File: config.mk
export PLATFORM = sky130hd
export DESIGN_NAME = baser_257b_block_scheduler_flat
export DESIGN_NICKNAME = d
export VERILOG_FILES = /design/src/rtl/baser_257b_block_scheduler_pkg.sv /design/src/rtl/baser_257b_block_scheduler_if.sv /design/src/rtl/baser_257b_rr_arbiter.sv /design/src/rtl/baser_257b_block_scheduler.sv /design/src/flat_wrapper.sv
export SDC_FILE = /design/constraint.sdc
export NUM_CORES = 1
export LEC_CHECK = 0
export CAP_MARGIN = 30
export CORE_UTILIZATION = 35
export DETAILED_ROUTE_END_ITERATION = 6
export MAX_ROUTING_LAYER = met4
export PLACE_DENSITY_LB_ADDON = 0.05
export SLEW_MARGIN = 30
export SYNTH_ARGS = -nofsm -noshare
export SYNTH_HDL_FRONTEND = slang
export SYNTH_SLANG_ARGS = --single-unit
export TNS_END_PERCENT = 1
File: constraint.sdc
create_clock -name clk -period 3.3 [get_ports clk]
set_clock_uncertainty 0.1 [all_clocks]
set_input_delay 0.99 -clock clk [delete_from_list [all_inputs] [get_ports clk]]
set_output_delay 0.99 -clock clk [all_outputs]
set_load 0.005 [all_outputs]
File: src/rtl/baser_257b_block_scheduler_pkg.sv
// Shared types and constants for the 257b transcoded-block scheduler.
// The optional idle pad-fill is built only when BASER_SCHED_IDLE_FILL_EN is defined.
package baser_257b_pkg;

  localparam int unsigned DATA_WIDTH    = 64;
  localparam int unsigned TC_DATA_WIDTH = 4 * DATA_WIDTH;
  localparam int unsigned TC_WIDTH      = TC_DATA_WIDTH + 1;
  localparam int unsigned NUM_SLOTS     = 4;

  localparam logic [7:0] DATA_CHAR_PATTERN = 8'hAA;
  localparam logic [6:0] CTRL_CHAR_PATTERN = 7'h1E;
  localparam logic [3:0] OSET_CHAR_PATTERN = 4'hF;

  localparam logic [7:0] CTRL_BLOCK_TYPE = 8'h1E;
  localparam logic [7:0] OSET_BLOCK_TYPE = 8'h4B;

  // Encoding matches the request/grant bit index of each source.
  typedef enum logic [1:0] {
    KindData = 2'd0,
    KindCtrl = 2'd1,
    KindOset = 2'd2
  } slot_kind_e;

  typedef enum logic [0:0] {
    StFill = 1'b0,
    StHold = 1'b1
  } sched_state_e;

  // 64b block content for a slot kind, LSB first.
  function automatic logic [DATA_WIDTH-1:0] slot_block(input slot_kind_e kind);
    logic [DATA_WIDTH-1:0] blk;
    case (kind)
      KindCtrl: blk = {{8{CTRL_CHAR_PATTERN}}, CTRL_BLOCK_TYPE};
      KindOset: blk = {28'h0, OSET_CHAR_PATTERN, {3{DATA_CHAR_PATTERN}}, OSET_BLOCK_TYPE};
      default:  blk = {8{DATA_CHAR_PATTERN}};
    endcase
    return blk;
  endfunction

endpackage

File: src/rtl/baser_257b_block_scheduler_if.sv
// Source request/grant and transcoded-block output bundle of the scheduler.
// The scheduler takes the master side; the traffic sources and sink take the slave side.
interface baser_257b_block_scheduler_if;
  import baser_257b_pkg::*;

  logic [2:0]          i_req;
  logic [2:0]          o_gnt;
  logic                i_en;
  logic [TC_WIDTH-1:0] o_tx_coded;
  logic                o_valid;
  logic                i_ready;
  logic [31:0]         o_block_count;
  logic [31:0]         o_ctrl_count;

  modport master (
    input  i_req, i_en, i_ready,
    output o_gnt, o_tx_coded, o_valid, o_block_count, o_ctrl_count
  );

  modport slave (
    output i_req, i_en, i_ready,
    input  o_gnt, o_tx_coded, o_valid, o_block_count, o_ctrl_count
  );

endinterface

File: src/rtl/baser_257b_rr_arbiter.sv
// 3-way round-robin arbiter: combinational one-hot grant, registered priority pointer.
// After a grant, priority starts at the source following the one just granted.
module baser_257b_rr_arbiter (
  input  logic       clk,
  input  logic       i_rst_n,
  input  logic [2:0] i_req,
  input  logic       i_en,
  output logic [2:0] o_gnt
);

  logic [1:0] ptr_q, ptr_d;
  logic [2:0] idx;

  // Scan requesters starting at the pointer, wrapping modulo 3; first hit wins.
  always_comb begin
    o_gnt = '0;
    idx   = '0;
    if (i_en) begin
      for (int off = 0; off < 3; off++) begin
        idx = {1'b0, ptr_q} + 3'(off);
        if (idx >= 3'd3) idx = idx - 3'd3;
        if ((o_gnt == 3'b000) && i_req[idx[1:0]]) o_gnt[idx[1:0]] = 1'b1;
      end
    end
  end

  // Move the pointer just past whichever source was granted.
  always_comb begin
    ptr_d = ptr_q;
    if (o_gnt[0])      ptr_d = 2'd1;
    else if (o_gnt[1]) ptr_d = 2'd2;
    else if (o_gnt[2]) ptr_d = 2'd0;
  end

  // Pointer register; reset favours the data source.
  always_ff @(posedge clk or negedge i_rst_n) begin
    if (!i_rst_n) ptr_q <= 2'd0;
    else          ptr_q <= ptr_d;
  end

endmodule

File: src/rtl/baser_257b_block_scheduler.sv
// Schedules data/control/ordered-set 64b blocks into the four slots of a 257b
// transcoded block and offers the assembled block over valid/ready.
// Optional feature macro: BASER_SCHED_IDLE_FILL_EN (pad a stalled partial block
// with control blocks after IDLE_TIMEOUT idle cycles).
module baser_257b_block_scheduler
  import baser_257b_pkg::*;
#(
  parameter int unsigned IDLE_TIMEOUT = 16
) (
  input logic                          clk,
  input logic                          i_rst_n,
  baser_257b_block_scheduler_if.master bus
);

  typedef logic [$clog2(IDLE_TIMEOUT + 1)-1:0] idle_cnt_t;

  sched_state_e                state_q, state_d;
  logic [1:0]                  slot_q, slot_d;
  logic [NUM_SLOTS-1:0][1:0]   kind_q, kind_d;
  logic [31:0]                 block_cnt_q, block_cnt_d;
  logic [31:0]                 ctrl_cnt_q, ctrl_cnt_d;
  logic [2:0]                  gnt;
  logic                        gnt_en;
  slot_kind_e                  gnt_kind;
  logic                        valid;
  logic [TC_WIDTH-1:0]         coded;
  logic [NUM_SLOTS-1:0]        data_mask;
  logic [8:0]                  pos;
  logic                        first_nd;
  logic [DATA_WIDTH-1:0]       blk;
`ifdef BASER_SCHED_IDLE_FILL_EN
  idle_cnt_t                   idle_q, idle_d;
`endif

  assign gnt_en = (state_q == StFill) && bus.i_en;

  baser_257b_rr_arbiter u_arb (
    .clk     (clk),
    .i_rst_n (i_rst_n),
    .i_req   (bus.i_req),
    .i_en    (gnt_en),
    .o_gnt   (gnt)
  );

  // Map the one-hot grant to the kind of block stored in the slot.
  always_comb begin
    gnt_kind = KindData;
    if (gnt[1])      gnt_kind = KindCtrl;
    else if (gnt[2]) gnt_kind = KindOset;
  end

  // Slot filling, HOLD handshake and accepted-block counters.
  always_comb begin
    state_d     = state_q;
    slot_d      = slot_q;
    kind_d      = kind_q;
    block_cnt_d = block_cnt_q;
    ctrl_cnt_d  = ctrl_cnt_q;
`ifdef BASER_SCHED_IDLE_FILL_EN
    idle_d      = idle_q;
`endif
    unique case (state_q)
      StFill: begin
        if (gnt != 3'b000) begin
          kind_d[slot_q] = gnt_kind;
          slot_d         = slot_q + 2'd1;
          if (slot_q == 2'd3) state_d = StHold;
`ifdef BASER_SCHED_IDLE_FILL_EN
          idle_d = '0;
`endif
        end
`ifdef BASER_SCHED_IDLE_FILL_EN
        else if (slot_q != 2'd0) begin
          if (idle_q == idle_cnt_t'(IDLE_TIMEOUT - 1)) begin
            // Pad every still-empty slot with a control block in one go.
            for (int k = 0; k < NUM_SLOTS; k++) begin
              if (2'(k) >= slot_q) kind_d[k] = KindCtrl;
            end
            state_d = StHold;
            idle_d  = '0;
          end else begin
            idle_d = idle_q + idle_cnt_t'(1);
          end
        end else begin
          idle_d = '0;
        end
`endif
      end
      StHold: begin
`ifdef BASER_SCHED_IDLE_FILL_EN
        idle_d = '0;
`endif
        if (bus.i_ready) begin
          state_d     = StFill;
          slot_d      = 2'd0;
          block_cnt_d = block_cnt_q + 32'd1;
          if (!coded[0]) ctrl_cnt_d = ctrl_cnt_q + 32'd1;
        end
      end
      default: state_d = StFill;
    endcase
  end

  // 257b assembly from the stored slot kinds. Any non-data slot (control or
  // ordered set) counts as a control block; the first one sheds its type's low
  // nibble so that the mask plus payload always totals 257 bits.
  always_comb begin
    coded    = '0;
    pos      = 9'd5;
    first_nd = 1'b1;
    blk      = '0;
    for (int k = 0; k < NUM_SLOTS; k++) data_mask[k] = (kind_q[k] == KindData);
    if (&data_mask) begin
      coded[0] = 1'b1;
      for (int k = 0; k < NUM_SLOTS; k++) begin
        coded[k*DATA_WIDTH+1 +: DATA_WIDTH] = slot_block(slot_kind_e'(kind_q[k]));
      end
    end else begin
      coded[NUM_SLOTS:1] = data_mask;
      for (int k = 0; k < NUM_SLOTS; k++) begin
        blk = slot_block(slot_kind_e'(kind_q[k]));
        if (!data_mask[k] && first_nd) begin
          coded    = coded | (TC_WIDTH'(blk[DATA_WIDTH-1:4]) << pos);
          pos      = pos + 9'd60;
          first_nd = 1'b0;
        end else begin
          coded = coded | (TC_WIDTH'(blk) << pos);
          pos   = pos + 9'd64;
        end
      end
    end
  end

  assign valid             = (state_q == StHold);
  assign bus.o_valid       = valid;
  assign bus.o_tx_coded    = valid ? coded : '0;
  assign bus.o_gnt         = gnt;
  assign bus.o_block_count = block_cnt_q;
  assign bus.o_ctrl_count  = ctrl_cnt_q;

  // State registers; reset discards any partial or held block.
  always_ff @(posedge clk or negedge i_rst_n) begin
    if (!i_rst_n) begin
      state_q     <= StFill;
      slot_q      <= 2'd0;
      kind_q      <= '0;
      block_cnt_q <= '0;
      ctrl_cnt_q  <= '0;
`ifdef BASER_SCHED_IDLE_FILL_EN
      idle_q      <= '0;
`endif
    end else begin
      state_q     <= state_d;
      slot_q      <= slot_d;
      kind_q      <= kind_d;
      block_cnt_q <= block_cnt_d;
      ctrl_cnt_q  <= ctrl_cnt_d;
`ifdef BASER_SCHED_IDLE_FILL_EN
      idle_q      <= idle_d;
`endif
    end
  end

endmodule

File: src/flat_wrapper.sv
// flat-port wrapper written by rule: the top's interface ports become plain ports
module baser_257b_block_scheduler_flat import baser_257b_pkg::*;
#(
  parameter int unsigned IDLE_TIMEOUT = 16
)
  (clk, i_rst_n, bus_i_req, bus_i_en, bus_i_ready, bus_o_gnt, bus_o_tx_coded, bus_o_valid, bus_o_block_count, bus_o_ctrl_count);
  baser_257b_block_scheduler_if bus_i ();
  input logic clk;
  input logic i_rst_n;
  input wire logic [$bits(bus_i.i_req)-1:0] bus_i_req;
  input wire logic [$bits(bus_i.i_en)-1:0] bus_i_en;
  input wire logic [$bits(bus_i.i_ready)-1:0] bus_i_ready;
  output wire logic [$bits(bus_i.o_gnt)-1:0] bus_o_gnt;
  output wire logic [$bits(bus_i.o_tx_coded)-1:0] bus_o_tx_coded;
  output wire logic [$bits(bus_i.o_valid)-1:0] bus_o_valid;
  output wire logic [$bits(bus_i.o_block_count)-1:0] bus_o_block_count;
  output wire logic [$bits(bus_i.o_ctrl_count)-1:0] bus_o_ctrl_count;
  assign bus_i.i_req = bus_i_req;
  assign bus_i.i_en = bus_i_en;
  assign bus_i.i_ready = bus_i_ready;
  assign bus_o_gnt = bus_i.o_gnt;
  assign bus_o_tx_coded = bus_i.o_tx_coded;
  assign bus_o_valid = bus_i.o_valid;
  assign bus_o_block_count = bus_i.o_block_count;
  assign bus_o_ctrl_count = bus_i.o_ctrl_count;
  baser_257b_block_scheduler #(.IDLE_TIMEOUT(IDLE_TIMEOUT)) u_core (.clk(clk), .i_rst_n(i_rst_n), .bus(bus_i));
endmodule
==> results of run 1 <==
what timing repair did:
action                     in CTS  in global routing
setup endpoints to repair      95                100
hold buffers                    0                  0
gates cloned                    0                  0
buffers inserted               19                  1
gates resized for setup       103                 38
pin swaps                      11                  8
cells in the final DEF, fill, tap and decap left out, types with 3 or more instances in the layout:
cell type        Yosys  final
a21oi_1             40     34
a21oi_2              0      5
a31oi_1             13     12
and2_1              40     36
and2_2               0      3
and3_1              32     30
and3_4               0      3
buf_2                1      6
buf_4               85     77
buf_6                0      6
clkbuf_16            0      9
clkdlybuf4s50_1      0    259
conb_1               1     11
dfrtp_1             77     76
dlygate4sd2_1        0     43
dlymetal6s2s_1       0     11
ha_1                32     23
ha_2                 0      4
ha_4                 0      5
inv_1               21     13
inv_2                1      8
inv_8                0      3
mux2_2               6      6
mux2i_1             11      9
nand2_1             57     54
nand2_2              0      3
nand3_1             16     16
nand4_1             21     21
nor2_1              82     80
nor3_1               6      6
nor4_1               5      5
xnor2_1             44     44
xor2_1              18     18
kinds of logic after synthesis:
logic type / Yosys count / share of synthesized area
AND/OR/NAND/NOR: 275 / 0.2386
buffers and inverters: 155 / 0.1565
flip-flops: 77 / 0.3343
AO/OA/AOI/OAI: 72 / 0.07534
XOR/XNOR: 62 / 0.09422
adder cells (fa/ha/maj): 32 / 0.06947
multiplexers: 17 / 0.03083
other: 1 / 0.0006507
path summary, 6_finish.rpt:
kind / startpoint / end / cells past startpoint
min in group asynchronous: i_rst_n / u_core.bus.o_block_count[25] / 1
min: u_core.bus.o_ctrl_count[31] / u_core.bus.o_ctrl_count[31] / 1
min reg2reg: u_core.bus.o_ctrl_count[31] / u_core.bus.o_ctrl_count[31] / 1
max in group asynchronous: i_rst_n / u_core.bus.o_block_count[11] / 2
max reg2reg: u_core.u_arb.ptr_q[0] / u_core.kind_q[0] / 19
max: bus_i_req[1] / bus_o_gnt[2] / 7
report_power, final:
part           switching (uW)  internal, uW  leakage [uW]  total (uW)
logic                    2430          2990       0.00334        5420
clock network             428           684      0.000166        1110
registers                 121          1060       0.00104        1180
total                    2980          4740       0.00454        7710
registers in the layout, summed over array words and instances (netlist names):
| signal | flops |
|---|---|
| u_core.bus.o_ctrl_count | 32 |
| u_core.u_arb.ptr_q | 2 |
| u_core.kind_q | 8 |
| u_core.slot_q | 2 |
| u_core.bus.o_valid | 1 |
| u_core.bus.o_block_count | 32 |
per-layer routing:
metal / global-route usage / part of all wire / vias to the layer above
li1: - / - / 2762
met1: 0.2533 / 0.41 / 2698
met2: 0.3939 / 0.53 / 171
met3: 0.03567 / 0.051 / 18
met4: 0.05335 / 0.012 / 0
met5: - / 0 / -
metrics by stage:
stage                       util  setup slack [ns]  hold slack (ns)  setup TNS, ns
after floorplan                -           0.06952           0.3683              0
after global placement    0.5597           -0.9147           0.3676         -2.601
after detailed placement  0.5597           -0.9551           0.3622         -2.854
after CTS                 0.5916          -0.09786           0.3839        -0.3033
after global routing      0.6001           -0.2133           0.4073         -2.846
final                     0.6001           -0.1636           0.3799        -0.6921
final cells by class:
cell class	count	area share
clock inverter	7	0.01160
tap	216	0.02815
sequential	77	0.2008
multi-input combinational	469	0.3310
inverter	22	0.008991
clock buffer	9	0.02346
timing repair buffer	403	0.3960
==> reports/metrics.cfg, run 1 <==
[worst_setup_path]
path_class = input pin to primary output
cp_data_required_time_ns = 2.21
r2r_setup_slack_ns = -0.07
path_delay_family = compound AO/OA/AOI/OAI gates
slowest_stage = or3b_4
path_buf_inv = 2
cp_data_arrival_time_ns = 2.37
crit_path_end_kind = primary output
slowest_delay_ns = 0.39
critPathMostFrequentCell = buf_2
critPathLaunchType = input pin
crit_chain = buf_2, mux2i_4, o311a_1, a2bb2oi_2, or3b_4, a21oi_2, buf_2
cp_max_fo = 3

[drt]
wire_per_inst_um = 15.68
dr.pass1.iters = 4
routed-via-count = 5649
ant_nets = 0
drcViolationCount = 0
avgViaCountPerCell = 4.696
drtIter0Drc = 184
finalWirelength_um = 18860

[clocking]
cts.sinks = 77
cts_tree = built
clk_latency_ns = 0.33
htree_levels = 3
cts_buffers = 9
clock_path_buffers = 2
clockRootBuffer = clkbuf_16
clkTransAtPathRegs_ns = 0.07

[outcome]
outcome = complete, but fails checks
violations = setup timing

[power_and_ir_drop]
power.density_nw_per_um2 = 803.3
power.total_uw = 7713
leakagePower_uw = 0.004545
irDropWorstVdd_mv = 0.3601

[placement]
place_hpwl_um = 14600
placed_area_um2 = 8955
place.port_buffers = 320
dp.cells = 1168
gp_congestion = 0.8881

[grt]
grt_pass1_wl_um = 28150
grt_max_degree = 42
track_usage = 0.2193
antenna_found_initial = 0
grt_pass1_vias = 5325
overflow = 0

[yosys]
synth_top_area_cell = dfrtp_1
syn_avg_cell_area_um2 = 8.340
synth_flop_cell = dfrtp_1
synth.top_cell.area_share = 0.3343
async_flop_share = 1.000
ys_ff_latch = 77
yosysWarningCount = 0
netlist_area_um2 = 5763
ys_types = 48
synth.most_common_cell = buf_4
ys_seq_area_frac = 0.3343
synthTopCellsByArea = dfrtp_1, buf_4, ha_1
yosys-top-cells-count = buf_4, nor2_1, dfrtp_1
syn_inst = 691
synth_edf_count = 0

[sta]
period_needed_ns = 3.464
rsz0062_at_grt = yes
fin_crit_sh = 1.050
setup_ws_ns = -0.1636
finalHoldViolCount = 0
tightest_slew_ns = 0.7660
max_freq_mhz = 288.7
setup_viol = 8
slew_viol_final = 0
max_slew_margin = 0.4846

[finish]
fill_cells = 1455
drive_gt1_frac = 0.1692
multiInputGateArea_um2 = 3178
area_growth_syn_to_layout_pct = 66.61
num_antenna_cells = 0
register_area_um2 = 1928
instances_no_fill = 1203
fin_area_um2 = 9602
final_nets = 1021

[floorplan]
die_area_um2 = 16980
pin_count = 332
start_util = 0.3602
row_count = 46
core_um2 = 16000
fp.dieH_um = 130.3
die_x_um = 130.3

[worst_hold_path]
min_path_type = flop to flop

[job]
drv_cap = 0

(Power assumes the default switching activity.)
==> run 2: changes to the inputs <==
--- a/config.mk
+++ b/config.mk
@@ -10,6 +10,7 @@
 export DETAILED_ROUTE_END_ITERATION = 6
 export MAX_ROUTING_LAYER = met4
 export PLACE_DENSITY_LB_ADDON = 0.05
+export REMOVE_ABC_BUFFERS = 1
 export SLEW_MARGIN = 30
 export SYNTH_ARGS = -nofsm -noshare
 export SYNTH_HDL_FRONTEND = slang
==> run 2 against run 1 <==
Hold slack worse by 0.0015 ns; largest power group unchanged; largest cell class unchanged; the flow still finishes with violations (setup timing); global-route usage grew 0.36 points; maximum frequency decreased by 0.30%.
==> reports/metrics.cfg, run 2 (synthesis results as in run 1) <==
[finish]
fill_cells = 1488
utilization = 0.6039
drive_gt1_frac = 0.1670
multiInputGateArea_um2 = 3166
layout_common_cells = clkdlybuf4s50_1, buf_4, nor2_1
final_nets = 1028
instances_no_fill = 1211
fin_area_um2 = 9663
layout_commonest_cell = clkdlybuf4s50_1
area_growth_syn_to_layout_pct = 67.67
register_area_um2 = 1928

[placement]
dp.cells = 1173
place.port_buffers = 320
place_hpwl_um = 14650
placed_area_um2 = 8982
gp_congestion = 0.9862

[clocking]
cts.sinks = 77
cts_tree = built
clockRootBuffer = clkbuf_16
htree_levels = 3
clkTransAtPathRegs_ns = 0.05
clk_latency_ns = 0.33
clock_path_buffers = 2
cts_buffers = 9

[grt]
track_usage = 0.2230
grt_pass1_vias = 5326
antenna_found_initial = 0
overflow = 0
grt_pass1_wl_um = 28270
grt_max_degree = 78

[power_and_ir_drop]
power.total_uw = 7642
power.density_nw_per_um2 = 790.8
irDropWorstVdd_mv = 0.3473
leakagePower_uw = 0.004653

[outcome]
outcome = complete, but fails checks
violations = setup timing

[sta]
holdWs_ns = 0.3784
setup_viol = 12
setup_ws_ns = -0.1741
slew_viol_final = 0
finalHoldViolCount = 0
period_needed_ns = 3.474
tightest_slew_ns = 0.8140
max_freq_mhz = 287.8
max_slew_margin = 0.4524
rsz0062_at_grt = yes
fin_crit_sh = 1.053

[drt]
wire_per_inst_um = 15.60
drcViolationCount = 0
drtIter0Drc = 182
routed-via-count = 5644
dr.pass1.iters = 5
finalWirelength_um = 18890
avgViaCountPerCell = 4.661
ant_nets = 0

[worst_setup_path]
path_buf_inv = 2
r2r_setup_slack_ns = -0.03
cp_max_fo = 4
path_class = input pin to primary output
cp_data_required_time_ns = 2.21
slowest_delay_ns = 0.37
crit_path_end_kind = primary output
path_delay_family = simple AND/OR/NAND/NOR gates
critPathLaunchType = input pin
slowest_stage = or3b_1
crit_chain = clkdlybuf4s15_2, nand3b_1, o311a_1, a2bb2oi_2, or3b_1, a21oi_2, buf_2
cp_data_arrival_time_ns = 2.38

[floorplan]
die_area_um2 = 16980
fp.dieH_um = 130.3
die_x_um = 130.3
core_um2 = 16000
pin_count = 332
row_count = 46
start_util = 0.3602

[worst_hold_path]
min_path_type = flop to flop

[job]
drv_cap = 0

==> run 2: changes by cell type in the layout (fill, tap and decap cells not counted), sizes merged, moves of 5 or more <==
cell / change
dlymetal6s2s: +6
buf: +5
clkbuf: +5
inv: -5
dlygate4sd2: -7
==> run 2: path summary, 6_finish.rpt <==
kind                       cells after the start                           end                    startpoint
setup reg to reg                              19              u_core.kind_q[2]         u_core.u_arb.ptr_q[0]
min in group asynchronous                      1  u_core.bus.o_block_count[13]                       i_rst_n
hold reg to reg                                1  u_core.bus.o_block_count[31]  u_core.bus.o_block_count[31]
hold / removal                                 1  u_core.bus.o_block_count[31]  u_core.bus.o_block_count[31]
setup / recovery                               7                  bus_o_gnt[2]                  bus_i_req[2]
max in group asynchronous                      1         u_core.u_arb.ptr_q[0]                       i_rst_n
==> run 2: report_power, final <==
group          internal [uW]  switching (uW)  leakage, uW  total (uW)
logic                   3020            2430      0.00346        5450
clock network            646             375     0.000152        1020
registers               1060             114      0.00104        1170
==> run 2: metrics by stage <==
| step | TNS (ns) | setup WS [ns] |
|---|---|---|
| after CTS | -0.8753 | -0.1799 |
| after global placement | -2.692 | -1.041 |
| after floorplan | -7.923 | -0.3189 |
| final | -0.7416 | -0.1741 |
| after global routing | -3.345 | -0.2338 |
| after detailed placement | -3.207 | -1.228 |
==> run 2: per-layer routing <==
metal | global-route usage | wire [um]
met1 | 0.2678 | 7908
met2 | 0.3767 | 9507
met3 | 0.03608 | 1127
met4 | 0.07934 | 349
met5 | - | 0
==> run 2: timing repair <==
action,4_1_cts,5_1_grt
pin swaps,12,3
hold endpoints to repair,0,0
resized for setup,97,42
buffers inserted,14,7
setup endpoints to repair,85,99
hold buffers,0,0
==> run 2: final cells by class <==
cell class / count / share of cell area
inverters: 22 / 0.008934
diodes: 1 / 0.0002590
well taps: 216 / 0.02797
multi-input cells: 469 / 0.3276
clock buffers: 13 / 0.02797
repair buffers: 410 / 0.4033
flip-flops and latches: 77 / 0.1995
clock inverters: 3 / 0.004402
==> run 3: changes to the inputs <==
--- a/config.mk
+++ b/config.mk
@@ -11,6 +11,7 @@
 export MAX_ROUTING_LAYER = met4
 export PLACE_DENSITY_LB_ADDON = 0.05
 export REMOVE_ABC_BUFFERS = 1
+export SKIP_LAST_GASP = 1
 export SLEW_MARGIN = 30
 export SYNTH_ARGS = -nofsm -noshare
 export SYNTH_HDL_FRONTEND = slang
==> run 3 against run 2 <==
The run still ends with setup timing left; hold slack unchanged; clock power hardly changed; sequential power is essentially flat; final cell count down 0.66%; highest routed layer unchanged; worst setup slack lost 0.020 ns; largest cell class unchanged; register-to-register slack worse by 0.06 ns; cell area decreased by 2.0%; critical path type unchanged; count of clock-buffer cells in the layout did not move.
==> reports/metrics.cfg, run 3 (synthesis results as in run 1) <==
[outcome]
outcome = complete, but fails checks
violations = setup timing

[sta]
setup_viol = 80
tightest_slew_ns = 0.8140
slew_viol_final = 0
max_freq_mhz = 286.2
setup_tns_ns = -6.637
holdWs_ns = 0.3784
period_needed_ns = 3.494
max_slew_margin = 0.4523
setup_ws_ns = -0.1940
fin_crit_sh = 1.059
rsz0062_at_grt = yes
finalHoldViolCount = 0

[clocking]
htree_levels = 3
clock_path_buffers = 2
cts_tree = built
cts.sinks = 77
cts_hold_buf = 0
clockRootBuffer = clkbuf_16
clk_latency_ns = 0.33
cts_buffers = 9
clkTransAtPathRegs_ns = 0.05

[worst_setup_path]
slowest_delay_ns = 0.35
slowest_stage = o31a_2
critPathLaunchType = input pin
reg2regPathDepth = 20
crit_chain = buf_2, buf_6, nand2b_1, a21oi_2, buf_4, buf_4, nor2_1, o31a_2, nor2_1, clkdlybuf4s15_1
crit_path_end_kind = primary output
path_class = input pin to primary output
cp_max_fo = 3
cp_data_required_time_ns = 2.21
cp_data_arrival_time_ns = 2.40

[worst_hold_path]
hold_depth = 1
min_path_type = flop to flop

[floorplan]
core_um2 = 16000
die_area_um2 = 16980
die_x_um = 130.3
start_util = 0.3602
pin_count = 332
fp.dieH_um = 130.3
row_count = 46

[power_and_ir_drop]
leakagePower_uw = 0.004152
switching_share = 0.3779
netSwitchingPower_uw = 2826
pwr-share-comb = 0.707
clkPwrFrac = 0.136
power.density_nw_per_um2 = 789.2
irDropWorstVdd_mv = 0.3454
p_seq_frac = 0.156
internal_power_uw = 4651

[drt]
finalWirelength_um = 18670
wl_met3_um = 1204
dr.max_layer_used = met4
wl_met1_um = 7752
avgViaCountPerCell = 4.665
wl_met2_um = 9350
drcViolationCount = 0
ant_nets = 0
drtIter0Drc = 180
dr.pass1.iters = 4
wire_per_inst_um = 15.52
routed-via-count = 5612

[placement]
place.port_buffers = 320
place_hpwl_um = 14650
gp_congestion = 0.9862

[finish]
final_nets = 1021
num_antenna_cells = 0
area_growth_syn_to_layout_pct = 64.37
fill_cells = 1481
drive_gt1_frac = 0.1398
layout_common_cells = clkdlybuf4s50_1, nor2_1, buf_4
layout_commonest_cell = clkdlybuf4s50_1

[grt]
track_usage = 0.2226
antenna_found_initial = 0
grt_pass1_vias = 5306
grt_pass1_wl_um = 28230
grt_max_degree = 78
overflow = 0

[job]
drv_cap = 0

[run 3: cell types whose count changed in the layout (fill, tap and decap cells not counted), sizes merged]
| cell | previous run | this run |
|---|---|---|
| buf | 95 | 88 |
| clkbuf | 14 | 13 |
| clkdlybuf4s15 | 1 | 2 |
| clkdlybuf4s50 | 260 | 311 |
| clkinvlp | 2 | 1 |
| diode | 1 | 0 |
| dlygate4sd2 | 36 | 1 |
| dlymetal6s2s | 17 | 1 |
| inv | 21 | 22 |
[run 3: critical path, delay by kind of cell]
family / cells / cell delay [ns]
AOI/OAI and AO/OA: 2 / 0.50
buffers and inverters: 5 / 0.69
and+or+nand+nor: 3 / 0.22
[run 3: area by class of cell]
| cell class | instances | area, um^2 | area share |
|---|---|---|---|
| Timing Repair Buffer | 403 | 3830 | 0.4043 |
| Sequential cell | 77 | 1927 | 0.2034 |
| Multi-Input combinational cell | 469 | 3050 | 0.3220 |
| Tap cell | 216 | 270.3 | 0.02853 |
| Clock buffer | 13 | 270.3 | 0.02853 |
| Clock inverter | 3 | 42.54 | 0.004491 |
| Inverter | 22 | 82.58 | 0.008717 |
[run 3: path summary, 6_finish.rpt]
kind | startpoint | to | slack, ns
min in group asynchronous | i_rst_n | u_core.bus.o_block_count[6] | 0.58
worst min register to register | u_core.bus.o_block_count[31] | u_core.bus.o_block_count[31] | 0.38
worst max-delay path | bus_i_req[0] | bus_o_gnt[0] | -0.19
max in group asynchronous | i_rst_n | u_core.bus.o_block_count[30] | 2.04
worst max register to register | u_core.u_arb.ptr_q[1] | u_core.kind_q[2] | -0.09
worst min-delay path | u_core.bus.o_block_count[31] | u_core.bus.o_block_count[31] | 0.38
[run 3: layer usage]
layer	track usage	up-vias
li1	-	2754
met1	0.2675	2631
met2	0.3770	196
met3	0.03608	31
met4	0.07661	0
met5	-	-
[run 3: per-stage QoR]
| step | area (um^2) | instances | utilization | setup slack [ns] | total power (uW) |
|---|---|---|---|---|---|
| 2_1_floorplan | 4981 | 568 | - | -0.3189 | 3009 |
| 6_report | 9473 | 1203 | 0.5920 | -0.1940 | 7476 |
| 4_1_cts | 9459 | 1203 | 0.5912 | -0.1893 | 7517 |
| 5_1_grt | 9473 | 1203 | 0.5920 | -0.3039 | 8038 |
| 3_5_place_dp | 8982 | 1173 | 0.5614 | -1.228 | 6229 |
| 3_3_place_gp | 8982 | 1173 | 0.5614 | -1.041 | 6112 |
[run 3: power by group through the flow]
stage | clock (uW) | combinational, uW | sequential [uW]
CTS | 1050 | 5290 | 1170
finish | 1020 | 5290 | 1170
global route | 1090 | 5760 | 1190
floorplan | 0 | 1780 | 1230
detailed placement | 0 | 5050 | 1180
global placement | 0 | 4940 | 1170
[run 3: timing repair]
| action | 4_1_cts | 5_1_grt |
|---|---|---|
| setup endpoints to repair | 85 | 147 |
| gates resized for setup | 44 | 4 |
| pin swaps | 8 | 0 |
| buffers inserted | 14 | 0 |
| gates cloned | 0 | 0 |
| endpoints found under the hold margin | 0 | 0 |
==> variant 1, RTL diff (config.mk and constraints of run 3) <==
Add a define of `BASER_SCHED_IDLE_FILL_EN`.
--- a/src/rtl/baser_257b_block_scheduler.sv
+++ b/src/rtl/baser_257b_block_scheduler.sv
@@ -2,6 +2,8 @@
 // transcoded block and offers the assembled block over valid/ready.
 // Optional feature macro: BASER_SCHED_IDLE_FILL_EN (pad a stalled partial block
 // with control blocks after IDLE_TIMEOUT idle cycles).
+`define BASER_SCHED_IDLE_FILL_EN
+
 module baser_257b_block_scheduler
   import baser_257b_pkg::*;
 #(
Check against the original RTL: not settled (the Yosys comparison gave no result); the edit may change what the design does.
==> variant 1 against run 3 <==
  * The flow still finishes with violations (negative setup slack)
  * Hold slack got worse by 0.016 ns
  * Routed wire length fell by 2.3%
  * Sequential share of layout area rose by 1.1 points
  * Setup slack improved by 0.0085 ns
  * Sequential cell count rose by 5
  * Via count rose by 0.61%
  * Critical path depth fell by 3
  * Sequential power rose by 6%
  * Design area rose by 0.87%
  * Area after synthesis rose by 2.6%
  * Power fell by 8.8%
  * Register-to-register slack improved by 0.31 ns
  * Clock power rose by 11%
  * Critical path type unchanged
  * Largest power group unchanged
==> variant 1: results (changes against run 3) <==
[outcome]
status=finished with violations
violations=negative setup slack

[global_routing]
track_usage_pct=21.0  ; -1.3 points
grt_pass1_wl_um=28200  ; -0.29%
grt_max_degree=83  ; +6.4%

[cells_and_area]
final.fill_count=1475  ; -0.41%
seq_area_um2=2050  ; +6.5%
clkCellAreaFrac_pct=3.51  ; +0.21 points
instances_no_fill=1215  ; +1.0%
nonClkBufAreaFrac_pct=38.9  ; -1.5 points
num-nonclk-inverters=32  ; +45%
drive_gt1_share_pct=11.1  ; -2.9 points
clock_buffers=12  ; -1
multi_input_area_share_pct=31.9  ; -0.27 points
multi_input_gates=477  ; +1.7%
nets=1031  ; +0.98%
area_delta_synth_final_pct=61.7
n_all_buffers=388  ; -3.7%

[detailed_routing]
drtIter0Drc=251  ; +39%
wire_per_inst_um=15.0  ; -3.3%

[timing]
fin_ws_ns=-0.185  ; +0.00850 ns
timing.slew.headroom_pct=50.1  ; +4.8 points
setup_violations=58  ; -28%
whs_ns=0.362  ; -0.0160 ns

[setup_path]
slowest_stage=o31ai_2
cpLargestDelayFamily=multiplexers
max_stage_delay_ns=0.30  ; -0.05 ns
r2r_slack_ns=0.22  ; +0.31 ns

[logic_synthesis]
synth.distinct_cells=49  ; +2.1%
ys_seq_area_share_pct=34.7  ; +1.3 points
synthArstFlopShare_pct=100  ; unchanged
syn_inst=714  ; +3.3%
synth_common_cells=nor2_1, buf_4, dfrtp_1, nand2_1, xnor2_1
ys_ff_latch=82  ; +6.5%

[die]
core_area_um2=16500  ; +3.3%

[placed_design]
gp_congestion=0.902  ; -8.6%
dp_worst_setup_slack_ns=-0.909  ; +0.319 ns
dp_hpwl_um=14500  ; -0.78%
place_area_um2=9060  ; +0.89%

[power]
irDropWorstVdd_uv=335  ; -3.0%
p_leak_nw=4.28  ; +3.1%

-- variant 1: worst paths after layout --
path                                              startpoint                                      end  depth (start not counted)
setup / recovery                                bus_i_req[2]                             bus_o_gnt[1]                          7
setup reg to reg           u_core.u_arb.ptr_q[1]$_DFFE_PN0N_               u_core.idle_q[3]$_DFF_PN0_                         14
min in group asynchronous                            i_rst_n  u_core.bus.o_ctrl_count[24]$_DFFE_PN0P_                          1
max in group asynchronous                            i_rst_n  u_core.bus.o_block_count[5]$_DFFE_PN0P_                          1
hold reg to reg                   u_core.idle_q[0]$_DFF_PN0_               u_core.idle_q[0]$_DFF_PN0_                          1
hold / removal                    u_core.idle_q[0]$_DFF_PN0_               u_core.idle_q[0]$_DFF_PN0_                          1
-- variant 1: metal layers --
layer  share of wire, %  track usage [%]
met1                 43             25.5
met2                 51             35.9
met3                5.1             3.54
met4                1.3             5.36
met5                  0                -
-- variant 1: power by group --
part	switching, mW	leakage [nW]	internal (mW)
sequential	0.111	1.12	1.13
clock	0.390	0.161	0.743
combinational	2.05	3.00	2.39
-- variant 1: cell families after synthesis --
logic type / after synthesis / share of synthesized area [%]
AND/OR/NAND/NOR: 279 / 22.7
buffers and inverters: 165 / 15.9
flip-flops: 82 / 34.7
AO/OA/AOI/OAI: 79 / 8.04
XOR/XNOR: 64 / 9.48
adder cells (fa/ha/maj): 34 / 7.20
multiplexers: 10 / 1.86
other: 1 / 0.0634
-- variant 1: repair_timing --
item                       CTS  global route
pin swaps                    6             3
buffers inserted             8             1
setup endpoints to repair   90           132
gates resized for setup     38             7
==> variant 2, RTL diff (config.mk and constraints of run 3) <==
Made on the original files. Reset style: synchronous (`i_rst_n`), changed in 2 clocked blocks.
--- a/src/rtl/baser_257b_rr_arbiter.sv
+++ b/src/rtl/baser_257b_rr_arbiter.sv
@@ -33,7 +33,7 @@
   end
 
   // Pointer register; reset favours the data source.
-  always_ff @(posedge clk or negedge i_rst_n) begin
+  always_ff @(posedge clk) begin
     if (!i_rst_n) ptr_q <= 2'd0;
     else          ptr_q <= ptr_d;
   end
--- a/src/rtl/baser_257b_block_scheduler.sv
+++ b/src/rtl/baser_257b_block_scheduler.sv
@@ -139,7 +139,7 @@
   assign bus.o_ctrl_count  = ctrl_cnt_q;
 
   // State registers; reset discards any partial or held block.
-  always_ff @(posedge clk or negedge i_rst_n) begin
+  always_ff @(posedge clk) begin
     if (!i_rst_n) begin
       state_q     <= StFill;
       slot_q      <= 2'd0;
Formal check against the unedited RTL: differs if i_rst_n is asserted again (counterexample within 4 cycles, from zero or initial values and one cycle with i_rst_n low); with i_rst_n held inactive, the same outputs for 4 cycles.
==> variant 2 against run 3 <==
  * The run still ends with negative setup slack left
  * Sequential cell count unchanged
  * Routed wire length increased by 10%
  * Utilization increased by 0.71 points
  * Design area increased by 6.4%
  * Via count increased by 12%
  * Setup slack about the same
  * Final cell count increased by 11%
  * Maximum frequency about the same
  * Area after synthesis increased by 6.1%
  * Count of clock-buffer cells in the layout decreased by 2
  * Hold slack improved by 0.032 ns
Power is not compared: it rests on default switching activity, and its combinational part moved more than twofold at a synthesized area within 25%.
==> variant 2: results (changes against run 3) <==
[detailed_routing]
drtIter0Drc=259  ; +44%
finalWirelength_um=20600  ; +10%
routed-via-count=6273  ; +12%

[cells_and_area]
area_delta_synth_final_pct=64.7
instances_no_fill=1335  ; +11%

[worst_hold_path]
whs_endpoint=u_core.bus.o_block_count[21]$_SDFFE_PN0P_
hp-start=u_core.bus.o_block_count[21]$_SDFFE_PN0P_

[outcome]
violations=negative setup slack
status=finished with violations

[placed_design]
dp_worst_setup_slack_ns=-0.904  ; +0.324 ns
gp_congestion=0.912  ; -7.5%

[timing]
fin_ws_ns=-0.194  ; -0.000381 ns
setup_violations=46  ; -43%
setup-tns-final_ns=-2.16  ; +4.48 ns
timing.slew.headroom_pct=66.1  ; +21 points

[cts]
cts_setup_buffers=28  ; +14

[global_routing]
gr-usage-met3_pct=3.97  ; +0.36 points
antenna_found_initial=1  ; +1
grt_use_met1_pct=25.9  ; -0.85 points

[setup_path]
endpoint=bus_o_gnt[1]
r2r_start=u_core.u_arb.ptr_q[0]$_SDFFE_PN0P_

[logic_synthesis]
synth.distinct_cells=61  ; +27%
synth_xor_area_share_pct=8.16  ; -1.3 points
synth_common_cells=and2_1, buf_4, nor2_1, dfxtp_1, nand2_1
synth_area_leaders=dfxtp_1, buf_4, and2_1
yosys.area.top_type=dfxtp_1
synth_compound_area_share_pct=10.2  ; +2.7 points
synthAdderAreaFrac_pct=6.55  ; -0.40 points
synthArstFlopShare_pct=0  ; -100 points
ys_seq_area_share_pct=25.2  ; -8.2 points

[variant 2: cell count changes after synthesis, sizes merged, moves of 10 or more]
cell	change
dfxtp	+77
dfrtp	-77
o21ai	+11
and2	+57
clkbuf	+10
nand3	+11
[variant 2: worst max-delay path, stage by stage]
cell      delay, ns
buf_8          0.10
mux2_4         0.28
a21o_4         0.24
a21oi_4        0.17
buf_6          0.13
o211ai_1       0.14
a21oi_2        0.21
buf_2          0.14
[variant 2: routing by layer]
layer	share of wire (%)	wire (um)
met1	42	8740
met2	51	10600
met3	5.0	1040
met4	1.1	225
met5	0	0
[variant 2: area by class of cell]
class | count | area (um^2)
Clock buffer | 11 | 243
Timing Repair Buffer | 425 | 4020
Clock inverter | 5 | 33.8
Fill cell | 1565 | 6740
Antenna cell | 1 | 2.50
Multi-Input combinational cell | 570 | 3860
Inverter | 26 | 97.6
Tap cell | 220 | 275
Sequential cell | 77 | 1550
